<file path="config.mk">
export PLATFORM = sky130hd
export DESIGN_NAME = uart_rx
export DESIGN_NICKNAME = d
export VERILOG_FILES = /design/src/rtl/uart_rx.sv
export SDC_FILE = /design/constraint.sdc
export NUM_CORES = 1
export LEC_CHECK = 0
export BUFFER_PORTS_ARGS = -buffer_cell sky130_fd_sc_hd__buf_2
export CAP_MARGIN = 25
export CORE_MARGIN = 1.5
export CORE_UTILIZATION = 46
export DETAILED_ROUTE_END_ITERATION = 16
export GPL_ROUTABILITY_DRIVEN = 0
export GPL_TIMING_DRIVEN = 0
export PLACE_DENSITY = 0.75
export SLEW_MARGIN = 25
export SYNTH_ARGS = -nofsm -noshare
export SYNTH_HDL_FRONTEND = slang
export SYNTH_SLANG_ARGS = --single-unit
</file>
<file path="constraint.sdc">
create_clock -name CLK -period 2.6 [get_ports CLK]
set_input_delay 0.26 -clock CLK [delete_from_list [all_inputs] [get_ports CLK]]
set_output_delay 0.26 -clock CLK [all_outputs]
set_load 0.05 [all_outputs]
</file>
<file path="src/rtl/uart_rx.sv">
// UART receiver: oversamples RX_IN, majority-votes each bit at mid-bit,
// deserializes LSB first, checks optional parity and the stop bit, and
// reports each frame as a one-cycle data_valid or error pulse.
module uart_rx #(
  parameter int unsigned DATA_WIDTH = 8
) (
  input  logic                  CLK,
  input  logic                  RST,
  input  logic                  RX_IN,
  input  logic                  PAR_EN,
  input  logic                  PAR_TYP,
  input  logic [5:0]            Prescale,
  output logic [DATA_WIDTH-1:0] P_DATA,
  output logic                  data_valid,
  output logic                  parity_error,
  output logic                  stop_error
);

  localparam int unsigned BW = $clog2(DATA_WIDTH + 1);

  typedef enum logic [2:0] {IDLE, START, DATA, PARITY, STOP} state_t;

  state_t                state_q, state_d;
  logic [5:0]            edge_q, edge_d;
  logic [BW-1:0]         bit_q, bit_d;
  logic [DATA_WIDTH-1:0] shift_q, shift_d;
  logic [2:0]            samp_q, samp_d;
  logic [5:0]            p_q, p_d;
  logic                  par_en_q, par_en_d;
  logic                  par_typ_q, par_typ_d;
  logic                  par_fail_q, par_fail_d;
  logic                  stop_fail_q, stop_fail_d;
  logic [DATA_WIDTH-1:0] pdata_q, pdata_d;
  logic                  dv_q, dv_d;
  logic                  pe_q, pe_d;
  logic                  se_q, se_d;

  logic [5:0] half, p_sel;
  logic       last, decide, maj, exp_par, arm;

  // Next-state, counters, sampling and frame-result logic
  always_comb begin
    state_d     = state_q;
    edge_d      = edge_q;
    bit_d       = bit_q;
    shift_d     = shift_q;
    samp_d      = samp_q;
    p_d         = p_q;
    par_en_d    = par_en_q;
    par_typ_d   = par_typ_q;
    par_fail_d  = par_fail_q;
    stop_fail_d = stop_fail_q;
    pdata_d     = pdata_q;
    dv_d        = 1'b0;
    pe_d        = 1'b0;
    se_d        = 1'b0;
    arm         = 1'b0;

    half    = {1'b0, p_q[5:1]};
    last    = (edge_q == p_q - 6'd1);
    decide  = (edge_q == half + 6'd2);
    maj     = (samp_q[0] & samp_q[1]) | (samp_q[0] & samp_q[2]) | (samp_q[1] & samp_q[2]);
    exp_par = par_typ_q ^ (^shift_q);

    case (Prescale)
      6'd16, 6'd32: p_sel = Prescale;
      default:      p_sel = 6'd8;
    endcase

    edge_d = last ? '0 : edge_q + 6'd1;
    if ((edge_q == half - 6'd1) || (edge_q == half) || (edge_q == half + 6'd1))
      samp_d = {samp_q[1:0], RX_IN};

    case (state_q)
      IDLE: begin
        edge_d = '0;
        if (!RX_IN) arm = 1'b1;
      end
      START: begin
        if (decide && maj) begin
          state_d = IDLE;
          edge_d  = '0;
        end else if (last) begin
          state_d = DATA;
          bit_d   = '0;
        end
      end
      DATA: begin
        if (decide) shift_d = {maj, shift_q[DATA_WIDTH-1:1]};
        if (last) begin
          if (bit_q == BW'(DATA_WIDTH - 1)) state_d = par_en_q ? PARITY : STOP;
          else                              bit_d   = bit_q + 1'b1;
        end
      end
      PARITY: begin
        if (decide && (maj != exp_par)) par_fail_d = 1'b1;
        if (last) state_d = STOP;
      end
      STOP: begin
        if (decide && !maj) stop_fail_d = 1'b1;
        if (last) begin
          if (!par_fail_q && !stop_fail_q) begin
            pdata_d = shift_q;
            dv_d    = 1'b1;
          end else begin
            pe_d = par_fail_q;
            se_d = stop_fail_q;
          end
          state_d = IDLE;
          // The final STOP cycle doubles as the first IDLE look at the line,
          // so a start bit abutting the stop bit keeps exact frame spacing.
          if (!RX_IN) arm = 1'b1;
        end
      end
      default: state_d = IDLE;
    endcase

    if (arm) begin
      state_d     = START;
      edge_d      = '0;
      p_d         = p_sel;
      par_en_d    = PAR_EN;
      par_typ_d   = PAR_TYP;
      par_fail_d  = 1'b0;
      stop_fail_d = 1'b0;
    end
  end

  // State and datapath registers, asynchronous active-low reset
  always_ff @(posedge CLK or negedge RST) begin
    if (!RST) begin
      state_q     <= IDLE;
      edge_q      <= '0;
      bit_q       <= '0;
      shift_q     <= '0;
      samp_q      <= '0;
      p_q         <= '0;
      par_en_q    <= 1'b0;
      par_typ_q   <= 1'b0;
      par_fail_q  <= 1'b0;
      stop_fail_q <= 1'b0;
      pdata_q     <= '0;
      dv_q        <= 1'b0;
      pe_q        <= 1'b0;
      se_q        <= 1'b0;
    end else begin
      state_q     <= state_d;
      edge_q      <= edge_d;
      bit_q       <= bit_d;
      shift_q     <= shift_d;
      samp_q      <= samp_d;
      p_q         <= p_d;
      par_en_q    <= par_en_d;
      par_typ_q   <= par_typ_d;
      par_fail_q  <= par_fail_d;
      stop_fail_q <= stop_fail_d;
      pdata_q     <= pdata_d;
      dv_q        <= dv_d;
      pe_q        <= pe_d;
      se_q        <= se_d;
    end
  end

  assign P_DATA       = pdata_q;
  assign data_valid   = dv_q;
  assign parity_error = pe_q;
  assign stop_error   = se_q;

endmodule

</file>
==> flow_summary.yaml <==
die:
  initial_core_util_pct: 48.57
  chipWidth_um: 80.18
  die_height_um: 80.18
  fp.coreArea_um2: 5642
  i_o_pins: 22
  fp.dieArea_um2: 6429
  floorplan.rows: 27
worst_setup_path:
  cp.arrival_ns: 2.65
  regToRegSetupSlack_ns: 0.14
  timing_worst_setup_path_type: "reg2reg"
  critical-path-max-stage-delay_ns: 0.47
  endpoint_kind: "flip-flop"
  sort_of_element_at_the_start_of_the_critical_path: "flip-flop"
  slowest_stage_cell_crit_path: "sky130_fd_sc_hd__dfrtp_2"
  critPathRequiredTime_ns: 2.80
  maximum_fanout_count_along_the_critical_path: 10
  critical_path_cell_sequence: "inv_2, ha_2, nand2b_1, a211o_1, xnor2_1, nand4_1, a21o_1, buf_2, mux2_1"
finish:
  final_area_um2: 3176
  drive_gt1_share_pct: 28.09
  final_instance_count_without_filler_cells: 371
  finalNetCount: 318
  final.fill_count: 482
  flow.area_growth_from_synthesis_pct: 15.89
  final_core_utilization_pct: 56.29
  ant_diodes: 0
sta:
  crit_path_setup_slack_layout_ns: 0.1449
  hold_viol: 0
  period_share_pct: 94.43
  report.final.setup_viol: 0
  worst_clock_skew_ns: 0.009164
  max_slew_margin_pct: 63.29
  max_freq_mhz: 407.3
  worstMarginPinSlew_ns: 0.5450
  timing.final.max_slew_violations: 0
  timing.final.crit_period_ns: 2.455
synthesis:
  most_area_hungry_cell_type_in_the_yosys_netlist: "sky130_fd_sc_hd__dfrtp_1"
  ys_warn_count: 0
  netlist.area_leader.share_pct: 41.10
  synth-edff-count: 0
  avgSynthCellArea_um2: 10.42
  ys_ff_latch: 45
  synth.most_common_cell: "sky130_fd_sc_hd__dfrtp_1"
  synth_seq_area_share_pct: 41.10
  synth-main-ff-cell: "sky130_fd_sc_hd__dfrtp_1"
  syn_inst: 263
  post_synthesis_net_count: 283
  synth.lib_cells_used.distinct: 52
  asyncSetResetFlopFracSynth_pct: 100.0
  ys_top_cells_by_count: "sky130_fd_sc_hd__dfrtp_1 (45), sky130_fd_sc_hd__xnor2_1 (24), sky130_fd_sc_hd__nor2_1 (19)"
  synth.cell_area_um2: 2740
  post_synth_main_area_contributors: "sky130_fd_sc_hd__dfrtp_1 (41%), sky130_fd_sc_hd__xnor2_1 (7.7%), sky130_fd_sc_hd__mux2_2 (6.6%)"
pwr:
  power_per_cell_area_nw_per_um2: 796.5
  static-leakage-power_nw: 1.438
  ir_drop_mv: 0.4658
clock_network:
  clockBufferDepth: 2
  cts.root.buffer_cell: "sky130_fd_sc_hd__clkbuf_8"
  cts_buffers: 5
  clock_slew_seen_by_the_registers_of_the_worst_setup_and_hold_paths_ns: 0.09
  cts_tree: "done"
  cts_max_level: 2
  cts_sinks: 45
  clkLatencyLatePin_ns: 0.31
placement:
  dpl_cell_area_um2: 2935
  place_inst: 356
  port-buffer-count: 21
  pre_cts_ws_ns: -0.02717
  detailed_place_hpwl_um: 3758
routing:
  first_pass_iteration_count_of_the_detailed_router: 4
  detailedRoute.firstIterationViolations: 118
  ant_nets: 0
  via_count: 2034
  routedWlPerCell_um: 14.60
  sum_of_routed_wire_length_over_all_layers_um: 5418
  viasPerCell: 5.482
  route.detailed.drc: 0
global_route:
  grt_start_max_net_pins: 46
  global_route_total_usage_across_every_layer_pct: 18.52
  antenna_found_initial: 0
  grt_pass1_vias: 1987
  global_route.overflow_total: 0
  grt_pass1_wl_um: 9204
run_status:
  status: "finished clean"
flow_run:
  cap_violations: 0
min_path:
  timing.hold.worst.class: "in2reg"
[metal layers]
metal | wire length [um] | track usage [%]
met1 | 2568 | 25.33
met2 | 2555 | 29.50
met3 | 230 | 4.432
met4 | 62 | 4.655
met5 | 0 | 0
[power by group]
part           switching [mW]  internal, mW
clock network           0.255         0.387
registers               0.111         0.807
logic                   0.483         0.487
[cell type report]
type | instances | area (um^2) | area share [%]
multi-input combinational | 191 | 1504 | 47.36
clock buffer | 5 | 68.82 | 2.167
tap | 72 | 90.09 | 2.837
inverter | 13 | 48.80 | 1.537
timing repair buffer | 29 | 170.2 | 5.359
buffer | 13 | 96.34 | 3.034
clock inverter | 3 | 68.82 | 2.167
sequential | 45 | 1129 | 35.54
[placed cells by master (no fill, tap or decap), types with 7 or more instances in the layout]
cell type,n
sky130_fd_sc_hd__nor2_1,19
sky130_fd_sc_hd__dfrtp_1,43
sky130_fd_sc_hd__xor2_1,7
sky130_fd_sc_hd__o21ai_0,8
sky130_fd_sc_hd__buf_2,26
sky130_fd_sc_hd__mux2_2,16
sky130_fd_sc_hd__buf_4,8
sky130_fd_sc_hd__inv_1,10
sky130_fd_sc_hd__ha_1,7
sky130_fd_sc_hd__nand3_1,9
sky130_fd_sc_hd__nand2_1,15
sky130_fd_sc_hd__xnor2_1,24
[path summary, 6_finish.rpt]
path / from / end / cells after the start
max: p_q[1]$_DFFE_PN0P_ / par_typ_q$_DFFE_PN0P_ / 9
min: PAR_EN / par_en_q$_DFFE_PN0P_ / 2
max reg2reg: p_q[1]$_DFFE_PN0P_ / par_typ_q$_DFFE_PN0P_ / 9
min reg2reg: P_DATA[3]$_DFFE_PN0P_ / P_DATA[3]$_DFFE_PN0P_ / 1
max in group asynchronous: RST / p_q[2]$_DFFE_PN0P_ / 2
min in group asynchronous: RST / bit_q[2]$_DFFE_PN0P_ / 2
[cell families after synthesis]
logic type | share of synthesized area [%]
AND/OR/NAND/NOR | 15.80
flip-flops | 41.10
AO/OA/AOI/OAI | 11.32
XOR/XNOR | 10.91
buffers and inverters | 5.388
multiplexers | 11.37
adder cells (fa/ha/maj) | 4.110
[what timing repair did]
item	in CTS	in global routing
hold buffers	0	1
endpoints found under the setup margin	6	35
setup buffers	0	7
endpoints found under the hold margin	0	45
gates resized for setup	1	13
pin swaps	0	6
gates cloned	0	0
[sequential cells by signal, indices dropped and copies added (netlist names)]
signal	count
state_q	3
parity_error	1
data_valid	1
stop_error	1
edge_q	6
bit_q	4
P_DATA	8
samp_q	3
stop_fail_q	1
par_fail_q	1
shift_q	8
par_en_q	1
par_typ_q	1
p_q	6
[metrics by stage]
stage          power [mW]   TNS, ns  hold WS (ns)
2_1_floorplan       1.634         0      -0.03559
3_3_place_gp        1.796   -0.1237        0.4658
3_5_place_dp        1.812  -0.07522        0.4755
4_1_cts             2.473         0        0.1355
5_1_grt             2.679  -0.05340        0.1691
6_report            2.529         0        0.1558
[worst max-delay path: cells and delay by family (launching register included)]
kind            cells  cell delay [ns]
simple gates        2             0.32
mux                 1             0.32
compound gates      2             0.49
fa+ha+maj           1             0.23
xor+xnor            1             0.18
flops               1             0.47
buf+inv             2             0.33
Power figures use the tool's default switching activity.
